## config.mk

```make
export PLATFORM = sky130hd
export DESIGN_NAME = rdalign_flat
export DESIGN_NICKNAME = d
export VERILOG_FILES = /design/src/rtl/rdalign_pkg.sv /design/src/rtl/rdalign_if.sv /design/src/rtl/rdalign_lanesel.sv /design/src/rtl/rdalign.sv /design/src/flat_wrapper.sv
export SDC_FILE = /design/constraint.sdc
export NUM_CORES = 1
export LEC_CHECK = 0
export BUFFER_PORTS_ARGS = -buffer_cell sky130_fd_sc_hd__buf_2
export CAP_MARGIN = 5
export CORE_UTILIZATION = 55
export CTS_BUF_LIST = sky130_fd_sc_hd__clkbuf_8
export CTS_CLUSTER_SIZE = 40
export DETAILED_ROUTE_END_ITERATION = 10
export PLACE_DENSITY = 0.87
export SLEW_MARGIN = 10
export SYNTH_ARGS = -nofsm -noshare
export SYNTH_HDL_FRONTEND = slang
export SYNTH_SLANG_ARGS = --single-unit
```

## constraint.sdc

```tcl
create_clock -name clk -period 3.7 [get_ports clk]
set_input_delay 0.185 -clock clk [delete_from_list [all_inputs] [get_ports clk]]
set_output_delay 0.185 -clock clk [all_outputs]
set_load 0.02 [all_outputs]
```

## src/rtl/rdalign_pkg.sv

```systemverilog
// Shared encodings, state enum and size helpers for the read-data aligner.
package rdalign_pkg;

    localparam int unsigned DATA_W = 64;
    localparam int unsigned BYTES  = 8;
    localparam int unsigned ADDR_W = 3;
    localparam int unsigned CNT_W  = 4;

    typedef enum logic [1:0] {
        SZ_8  = 2'd0,
        SZ_16 = 2'd1,
        SZ_32 = 2'd2,
        SZ_64 = 2'd3
    } width_e;

    typedef enum logic {
        IDLE    = 1'b0,
        COLLECT = 1'b1
    } state_e;

    // log2 of the per-beat unit: min(size, bus width)
    function automatic logic [1:0] log2_unit(input width_e siz, input width_e bwid);
        return (siz < bwid) ? 2'(siz) : 2'(bwid);
    endfunction

    function automatic logic [CNT_W-1:0] size_bytes(input width_e siz);
        return 4'd1 << 2'(siz);
    endfunction

    function automatic logic [CNT_W-1:0] unit_bytes(input width_e siz, input width_e bwid);
        return 4'd1 << log2_unit(siz, bwid);
    endfunction

    function automatic logic [CNT_W-1:0] beat_count(input width_e siz, input width_e bwid);
        logic [1:0] l2;
        l2 = log2_unit(siz, bwid);
        return 4'd1 << (2'(siz) - l2);
    endfunction

    // Natural alignment: clear address bits below log2(size bytes)
    function automatic logic [ADDR_W-1:0] align_addr(input logic [ADDR_W-1:0] addr,
                                                     input width_e siz);
        logic [ADDR_W-1:0] m;
        m = 3'(size_bytes(siz) - 4'd1);
        return addr & ~m;
    endfunction

endpackage

```

## src/rtl/rdalign_if.sv

```systemverilog
// Request/beat/response signal bundle between a bus read master and rdalign.
interface rdalign_if;

    logic                                start;
    logic [rdalign_pkg::ADDR_W-1:0]      addr;
    logic [1:0]                          siz;
    logic [1:0]                          bwid;
    logic [rdalign_pkg::DATA_W-1:0]      din;
    logic                                dack;
    logic [rdalign_pkg::DATA_W-1:0]      dout;
    logic                                done;
    logic                                busy;
    logic [rdalign_pkg::ADDR_W-1:0]      baddr;

    modport master (
        output start, addr, siz, bwid, din, dack,
        input  dout, done, busy, baddr
    );

    modport slave (
        input  start, addr, siz, bwid, din, dack,
        output dout, done, busy, baddr
    );

endinterface

```

## src/rtl/rdalign_lanesel.sv

```systemverilog
// Rotates raw bus data down by a byte address and keeps only the low unit bytes.
module rdalign_lanesel
    import rdalign_pkg::*;
(
    input  logic [DATA_W-1:0] i_din,
    input  logic [ADDR_W-1:0] i_baddr,
    input  logic [CNT_W-1:0]  i_unit,
    output logic [DATA_W-1:0] o_lane_c
);

    always_comb begin
        o_lane_c = '0;
        for (int unsigned b = 0; b < BYTES; b++) begin
            if (4'(b) < i_unit) begin
                o_lane_c[8*b +: 8] = i_din[{3'(b) + i_baddr, 3'b000} +: 8];
            end
        end
    end

endmodule

```

## src/rtl/rdalign.sv

```systemverilog
// Read-side aligner: steers narrow bus lanes to bit 0 and packs multi-beat reads.
module rdalign
    import rdalign_pkg::*;
(
    input  logic       clk,
    input  logic       resetl,
    rdalign_if.slave   bus
);

    state_e              r_state, w_state_nxt;
    width_e              r_siz, w_siz_nxt;
    width_e              r_bwid, w_bwid_nxt;
    logic [ADDR_W-1:0]   r_baddr, w_baddr_nxt;
    logic [ADDR_W-1:0]   r_off, w_off_nxt;
    logic [CNT_W-1:0]    r_beat, w_beat_nxt;
    logic [DATA_W-1:0]   r_acc, w_acc_nxt;
    logic [DATA_W-1:0]   r_dout, w_dout_nxt;
    logic                r_done, w_done_nxt;
    logic                r_busy, w_busy_nxt;

    logic [CNT_W-1:0]    w_unit;
    logic [CNT_W-1:0]    w_nbeats;
    logic [DATA_W-1:0]   w_lane;
    logic [DATA_W-1:0]   w_placed;

    assign w_unit   = unit_bytes(r_siz, r_bwid);
    assign w_nbeats = beat_count(r_siz, r_bwid);

    rdalign_lanesel u_lanesel (
        .i_din    (bus.din),
        .i_baddr  (r_baddr),
        .i_unit   (w_unit),
        .o_lane_c (w_lane)
    );

    // Beat k lands at accumulator byte offset k*U, tracked directly in r_off
    assign w_placed = w_lane << {r_off, 3'b000};

    always_comb begin
        w_state_nxt = r_state;
        w_siz_nxt   = r_siz;
        w_bwid_nxt  = r_bwid;
        w_baddr_nxt = r_baddr;
        w_off_nxt   = r_off;
        w_beat_nxt  = r_beat;
        w_acc_nxt   = r_acc;
        w_dout_nxt  = r_dout;
        w_done_nxt  = 1'b0;
        w_busy_nxt  = r_busy;
        case (r_state)
            IDLE: begin
                if (bus.start) begin
                    w_siz_nxt   = width_e'(bus.siz);
                    w_bwid_nxt  = width_e'(bus.bwid);
                    w_baddr_nxt = align_addr(bus.addr, width_e'(bus.siz));
                    w_off_nxt   = '0;
                    w_beat_nxt  = '0;
                    w_acc_nxt   = '0;
                    w_busy_nxt  = 1'b1;
                    w_state_nxt = COLLECT;
                end
            end
            COLLECT: begin
                if (bus.dack) begin
                    w_acc_nxt   = r_acc | w_placed;
                    w_baddr_nxt = r_baddr + 3'(w_unit);
                    w_off_nxt   = r_off + 3'(w_unit);
                    w_beat_nxt  = r_beat + 4'd1;
                    if (r_beat == w_nbeats - 4'd1) begin
                        w_dout_nxt  = r_acc | w_placed;
                        w_done_nxt  = 1'b1;
                        w_busy_nxt  = 1'b0;
                        w_state_nxt = IDLE;
                    end
                end
            end
            default: w_state_nxt = IDLE;
        endcase
    end

    always_ff @(posedge clk or negedge resetl) begin
        if (!resetl) begin
            r_state <= IDLE;
            r_siz   <= SZ_8;
            r_bwid  <= SZ_8;
            r_baddr <= '0;
            r_off   <= '0;
            r_beat  <= '0;
            r_acc   <= '0;
            r_dout  <= '0;
            r_done  <= 1'b0;
            r_busy  <= 1'b0;
        end else begin
            r_state <= w_state_nxt;
            r_siz   <= w_siz_nxt;
            r_bwid  <= w_bwid_nxt;
            r_baddr <= w_baddr_nxt;
            r_off   <= w_off_nxt;
            r_beat  <= w_beat_nxt;
            r_acc   <= w_acc_nxt;
            r_dout  <= w_dout_nxt;
            r_done  <= w_done_nxt;
            r_busy  <= w_busy_nxt;
        end
    end

    assign bus.dout  = r_dout;
    assign bus.done  = r_done;
    assign bus.busy  = r_busy;
    assign bus.baddr = r_baddr;

endmodule

```

## src/flat_wrapper.sv

```systemverilog
// flat-port wrapper written by rule: the top's interface ports become plain ports
module rdalign_flat import rdalign_pkg::*;
  (clk, resetl, bus_start, bus_addr, bus_siz, bus_bwid, bus_din, bus_dack, bus_dout, bus_done, bus_busy, bus_baddr);
  rdalign_if bus_i ();
  input  logic clk;
  input  logic resetl;
  input wire logic [$bits(bus_i.start)-1:0] bus_start;
  input wire logic [$bits(bus_i.addr)-1:0] bus_addr;
  input wire logic [$bits(bus_i.siz)-1:0] bus_siz;
  input wire logic [$bits(bus_i.bwid)-1:0] bus_bwid;
  input wire logic [$bits(bus_i.din)-1:0] bus_din;
  input wire logic [$bits(bus_i.dack)-1:0] bus_dack;
  output wire logic [$bits(bus_i.dout)-1:0] bus_dout;
  output wire logic [$bits(bus_i.done)-1:0] bus_done;
  output wire logic [$bits(bus_i.busy)-1:0] bus_busy;
  output wire logic [$bits(bus_i.baddr)-1:0] bus_baddr;
  assign bus_i.start = bus_start;
  assign bus_i.addr = bus_addr;
  assign bus_i.siz = bus_siz;
  assign bus_i.bwid = bus_bwid;
  assign bus_i.din = bus_din;
  assign bus_i.dack = bus_dack;
  assign bus_dout = bus_i.dout;
  assign bus_done = bus_i.done;
  assign bus_busy = bus_i.busy;
  assign bus_baddr = bus_i.baddr;
  rdalign u_core (.clk(clk), .resetl(resetl), .bus(bus_i));
endmodule
```

==> results.yml, run 1 <==
grt:
  grt_overflow: 0
  grt_pass1_wl_um: 63100
  grt_use_met2_pct: 63.1
  use_met3_pct: 6.84
  grt_busiest_layer: "met2"
  antenna_found_initial: 0
  grt_use_total_pct: 41.9
  grt_max_degree: 97
  grt_use_met1_pct: 59.2
  first_global_vias: 10500
clock_network:
  h-tree-depth: 4
  cts_sinks: 145
  cts.path.max_buffers: 2
  clk_latency_ns: 0.48
  cts_tree: "built"
  cts_root_buffer: "clkbuf_8"
  cts_setup_buffers: 0
  cts_buffers: 17
  clk_pin_slew_ns: 0.11
synth:
  netlist_instances: 1170
  synthXorXnorAreaFrac_pct: 1.18
  yosys.area_share.simple_pct: 15.0
  syn_avg_cell_area_um2: 9.34
  yosys.area.top_type: "dfrtp_1"
  synthAdderAreaFrac_pct: 1.51
  syn-cell-area_um2: 10900
  synth_common_cells: "145 x dfrtp_1, 124 x nor2_1, 122 x nand2_1"
  yosys-top-cells-area: "dfrtp_1 33%, mux4_2 11%, mux2i_1 8.2%"
  synth-main-ff-cell: "dfrtp_1"
  ys_types: 84
  synth_top_family_by_area: "multiplexers"
  synth_seq_cells: 145
  synth_top_area_share_pct: 33.2
  synthMuxAreaShare_pct: 23.0
  synth_nets: 1257
  synth_compound_area_share_pct: 21.5
  yosys_warnings: 0
  synthMostInstantiatedCell: "dfrtp_1"
  ys_async_sr_fraction_pct: 100
  ys_seq_area_share_pct: 33.2
  synth_edf_count: 0
placed_design:
  pre_cts_slack_ns: 0.219
  port-buffer-count: 143
  gp_congestion: 1.04
  numPlacedInstances: 1565
  dpl.hpwl_um: 31800
critical_path:
  r2r-end: "u_core.bus.dout[22]"
  rr_startpoint: "u_core.r_siz[1]"
  r2r_slack_ns: 0.19
  cp.arrival_ns: 3.91
  rr_worst_depth: 12
  cp_cell_sequence: "ha_1 -> o21ba_2 -> nor2_1 -> ha_1 -> xor2_1 -> mux2_1 -> nor3b_1 -> o31ai_4 -> inv_2 -> buf_4 -> o21ai_0 -> nand2_1"
  crit_top_cell: "ha_1"
  critPathBufInv: 2
  startpoint: "u_core.r_siz[1]"
  crit_cells: 12
  critical_path.slowest_cell: "dfrtp_1"
  cp-start-kind: "flop"
  path_max_fanout: 14
  cpPeakStageDelay_ns: 0.46
  end_kind: "flop"
  critPathKind: "reg2reg"
  critPathRequiredTime_ns: 4.11
  crit_family: "compound AO/OA/AOI/OAI gates"
pwr:
  swShare_pct: 53.6
  internal_power_uw: 6600
  leakagePower_uw: 0.00545
  p_switching_uw: 7610
  powerDensity_nw_per_um2: 1120
  p_seq_share_pct: 20.5
  max-vdd-ir-drop_mv: 0.692
  clkPwrFrac_pct: 9.2
  combPwrFrac_pct: 70.3
timing:
  rsz0062_at_grt: "false"
  slew_headroom_pct: 32.3
  setup_tns_ns: 0
  fin_crit_ns: 3.51
  finClkSkew_ns: 0.0257
  max_slew.worst_pin.slew_ns: 1.01
  hold_viol: 0
  max_clock_freq_mhz: 285
  slew_violations: 0
  final.period_utilization_pct: 94.8
  setup_viol: 0
  worst_slack_ns: 0.193
die:
  die_w_um: 143
  die-area_um2: 20400
  initial_core_util_pct: 56.1
  top_level_ports: 144
  rows: 51
  die_h_um: 143
  core-area_um2: 19500
finish:
  fin_nets: 1413
  drive_gt1_share_pct: 26.0
  diodes: 0
  fillerInstances: 1587
  multi_input_area_um2: 6810
  finalNonFillerCells: 1604
  final_util_pct: 65.0
  syn_to_final_growth_pct: 15.7
  regArea_um2: 3630
detailed_routing:
  drc: 0
  finalWirelength_um: 41600
  num_vias: 11100
  drtIter0Drc: 1301
  vias_per_cell: 6.89
  wl_per_cell_um: 25.9
  dr.pass1.iters: 5
  drtAntennaViolNets: 0
min_path:
  hold-path-endpoint: "u_core.bus.baddr[1]"
  min-delay-start: "bus_addr[1]"
  holdPathStages: 3
  min_path_type: "in2reg"
run_status:
  status: "finished clean"
job:
  maxCapViolCount: 0
==> how the worst max path moves through the flow <==
stage	endpoint	slack, ns
floorplan	u_core.bus.dout[63]	0.32
global placement	u_core.bus.dout[36]	0.35
detailed placement	u_core.bus.dout[35]	0.22
CTS	u_core.bus.dout[35]	0.22
global route	u_core.bus.dout[44]	0.01
finish	u_core.bus.dout[22]	0.19
==> worst min-delay path, delay by kind of cell <==
kind                   cells  cell delay [ns]
AND/OR/NAND/NOR            1             0.18
buffers and inverters      1             0.07
AO/OA/AOI/OAI              1             0.17
==> cell type report <==
cell class	count	area share [%]
sequential	145	28.7
multi-input combinational	917	53.8
timing repair buffer	224	10.9
clock inverter	15	1.48
tap	265	2.62
inverter	21	0.623
clock buffer	17	1.85
==> kinds of logic after synthesis <==
family,count (synthesis)
fa+ha+maj,12
simple gates,365
compound gates,352
xor+xnor,10
flops,145
mux,178
buf+inv,108
==> routing by layer <==
metal / vias to the layer above / routed length, µm
met1: 5356 / 17100
met4: 0 / 1960
met2: 796 / 18400
li1: 4788 / -
met3: 118 / 4160
met5: - / 0
==> flip-flops by register name (all words and copies together) (netlist names) <==
| name | cells |
|---|---|
| u_core.bus.baddr | 3 |
| u_core.bus.busy | 1 |
| u_core.bus.done | 1 |
| u_core.bus.dout | 64 |
| u_core.r_acc | 64 |
| u_core.r_beat | 4 |
| u_core.r_bwid | 2 |
| u_core.r_off | 3 |
| u_core.r_siz | 2 |
| u_core.r_state | 1 |
==> placed cells by master, fill, tap and decap left out, drive strengths merged, types with 5 or more instances in the layout <==
cell | netlist | final
nand3 | 22 | 22
o21ai | 83 | 83
a22oi | 19 | 19
mux2 | 33 | 33
a32oi | 8 | 8
xor2 | 7 | 7
dlygate4sd3 | 0 | 7
clkbuf | 55 | 17
clkinv | 1 | 8
ha | 10 | 10
nand4 | 12 | 12
nand2 | 122 | 122
inv | 20 | 27
nor2 | 124 | 124
nor2b | 11 | 11
nand2b | 8 | 8
mux2i | 90 | 90
dfrtp | 145 | 145
mux4 | 55 | 55
o211ai | 8 | 8
or2 | 6 | 6
and2 | 6 | 6
o31ai | 15 | 15
a211oi | 8 | 8
or3 | 5 | 5
a31oi | 18 | 18
a21oi | 75 | 75
o221ai | 9 | 9
buf | 32 | 217
o22ai | 28 | 28
nor4 | 7 | 7
a22o | 22 | 22
nor3 | 29 | 29
==> power by group through the flow <==
stage	clock [µW]	sequential, µW	combinational [µW]
2_1_floorplan	0	3170	6130
3_3_place_gp	0	2890	9490
3_5_place_dp	0	2920	9640
4_1_cts	1320	2890	9680
5_1_grt	1370	3000	10500
6_report	1310	2910	9990
==> what timing repair did <==
| action | 4_1_cts | 5_1_grt |
|---|---|---|
| hold buffers | 7 | 0 |
| endpoints found under the hold margin | 100 | 0 |
| resized for setup | 0 | 0 |
==> stage by stage <==
stage               cell area, µm²  power (µW)  hold WS, ns
floorplan                    10900        9300       -0.111
global placement             12200       12400        0.316
detailed placement           12200       12600        0.329
CTS                          12600       13900        0.141
global route                 12600       14900        0.191
finish                       12600       14200        0.163
No activity file was read; power rests on OpenSTA's default activity.
==> run 2, diff against run 1 <==
--- a/config.mk
+++ b/config.mk
@@ -7,11 +7,13 @@
 export LEC_CHECK = 0
 export BUFFER_PORTS_ARGS = -buffer_cell sky130_fd_sc_hd__buf_2
 export CAP_MARGIN = 5
-export CORE_UTILIZATION = 55
+export CELL_PAD_IN_SITES_DETAIL_PLACEMENT = 0
+export CELL_PAD_IN_SITES_GLOBAL_PLACEMENT = 1
+export CORE_UTILIZATION = 47
 export CTS_BUF_LIST = sky130_fd_sc_hd__clkbuf_8
 export CTS_CLUSTER_SIZE = 40
 export DETAILED_ROUTE_END_ITERATION = 10
-export PLACE_DENSITY = 0.87
+export PLACE_DENSITY = 0.94
 export SLEW_MARGIN = 10
 export SYNTH_ARGS = -nofsm -noshare
 export SYNTH_HDL_FRONTEND = slang
==> run 2 against run 1 <==
Net effect: fmax increased by 2.1%; sequential cell count is the same; combinational power fell by 2%; sequential power about the same; largest cell class unchanged; largest power group unchanged; highest routed layer unchanged.
==> results.yml, run 2 (synthesis results as in run 1) <==
critical_path:
  path_max_fanout: 17
  cp-start-kind: "flop"
  cp.arrival_ns: 3.80
  critPathRequiredTime_ns: 4.07
  end_kind: "flop"
  critPathKind: "reg2reg"
grt:
  grt_pass1_wl_um: 63400
  first_global_vias: 10300
  antenna_found_initial: 0
  grt_use_total_pct: 35.6
  grt_overflow: 0
  grt_max_degree: 117
detailed_routing:
  num_vias: 10800
  drtAntennaViolNets: 0
  drc: 0
  vias_per_cell: 6.72
  wl_per_cell_um: 26.0
  dr.pass1.iters: 6
  finalWirelength_um: 41800
  drtIter0Drc: 1186
timing:
  hold_viol: 0
  max_slew.worst_pin.slew_ns: 0.940
  max_clock_freq_mhz: 291
  finClkSkew_ns: 0.0210
  fin_crit_ns: 3.43
  slew_headroom_pct: 37.3
  setup_viol: 0
  slew_violations: 0
  rsz0062_at_grt: "false"
  final.period_utilization_pct: 92.8
  setup_tns_ns: 0
placed_design:
  gp_congestion: 1.09
  dpl.hpwl_um: 32300
  port-buffer-count: 143
  dpl_cell_area_um2: 12100
pwr:
  leakagePower_uw: 0.00537
  powerDensity_nw_per_um2: 1110
  max-vdd-ir-drop_mv: 0.639
clock_network:
  cts_buffers: 17
  cts_setup_buffers: 0
  cts_tree: "built"
  h-tree-depth: 4
  cts.path.max_buffers: 2
  clk_latency_ns: 0.46
  clk_pin_slew_ns: 0.10
  cts_sinks: 145
  cts_root_buffer: "clkbuf_8"
finish:
  diodes: 0
  final_cell_mix: "142 x buf_2, 142 x dfrtp_1, 124 x nor2_1"
  multi_input_area_um2: 6820
  drive_gt1_share_pct: 25.3
  postLayoutCellArea_um2: 12600
  fin_nets: 1399
  syn_to_final_growth_pct: 15.1
  regArea_um2: 3630
  fillerInstances: 2067
min_path:
  min_path_type: "in2async"
run_status:
  status: "finished clean"
die:
  die_h_um: 154
  die-area_um2: 23900
  rows: 55
  initial_core_util_pct: 48.1
  core-area_um2: 22700
  top_level_ports: 144
  die_w_um: 154
job:
  maxCapViolCount: 0
## run 2: cell types whose count changed in the layout (fill, tap and decap cells not counted)
cell,delta
buf_12,+2
buf_4,-16
clkinv_8,-3
xor2_2,+1
inv_6,+1
xor2_1,-1
clkinvlp_4,+2
## run 2: area by class of cell
cell class              count  share of cell area [%]
clock buffers              17                    1.86
inverters                  21                   0.627
flip-flops and latches    145                    28.9
well taps                 285                    2.84
multi-input cells         917                    54.2
repair buffers            210                    10.3
clock inverters            15                    1.29
## run 2: critical path, cell delays in order, from the launching register on
cell and delay, ns:
dfrtp_1 0.39, inv_1 0.08, ha_1 0.35, o21ba_2 0.27, nor2_1 0.22, ha_1 0.24
xor2_2 0.22, mux2_1 0.36, nor3b_1 0.36, o31ai_4 0.14, inv_2 0.08, buf_4 0.21
nand2_1 0.18, o31ai_1 0.23
## run 2: repair_timing
| action | 4_1_cts | 5_1_grt |
|---|---|---|
| hold buffers | 7 | 0 |
| resized for setup | 0 | 1 |
| endpoints found under the hold margin | 35 | 0 |
| setup endpoints to repair | 0 | 1 |
## run 2: power breakdown
part / switching [µW] / total, µW / internal [µW]
combinational: 6180 / 9800 / 3620
clock: 768 / 1280 / 509
sequential: 574 / 2930 / 2360
total: 7520 / 14000 / 6490
## run 2: final timing paths
kind	from	slack [ns]	depth (start not counted)	to
max	u_core.r_bwid[1]	0.27	13	u_core.bus.dout[24]
min	resetl	0.17	2	u_core.r_acc[48]
max reg2reg	u_core.r_bwid[1]	0.27	13	u_core.bus.dout[24]
min reg2reg	u_core.bus.dout[2]	0.48	2	u_core.bus.dout[2]
max in group asynchronous	resetl	2.59	3	u_core.r_acc[15]
min in group clk	bus_addr[0]	0.30	3	u_core.bus.baddr[0]
## run 2: per-layer routing
layer | global-route usage [%] | up-vias | routed length [µm]
li1 | - | 4744 | -
met1 | 50.0 | 5269 | 17600
met2 | 52.2 | 692 | 18100
met3 | 8.21 | 118 | 4240
met4 | 15.8 | 0 | 1940
met5 | 0 | - | 0
## run 2: metrics by stage
step | cells | total power, µW | hold slack, ns | utilization [%] | worst slack [ns]
3_5_place_dp | 1571 | 12500 | 0.0967 | 53.3 | 0.257
6_report | 1610 | 14000 | 0.171 | 55.4 | 0.265
5_1_grt | 1610 | 14800 | 0.179 | 55.4 | 0.0316
3_3_place_gp | 1571 | 12300 | 0.0953 | 53.3 | 0.403
2_1_floorplan | 1170 | 9300 | -0.111 | - | 0.316
4_1_cts | 1610 | 13800 | 0.156 | 55.3 | 0.216
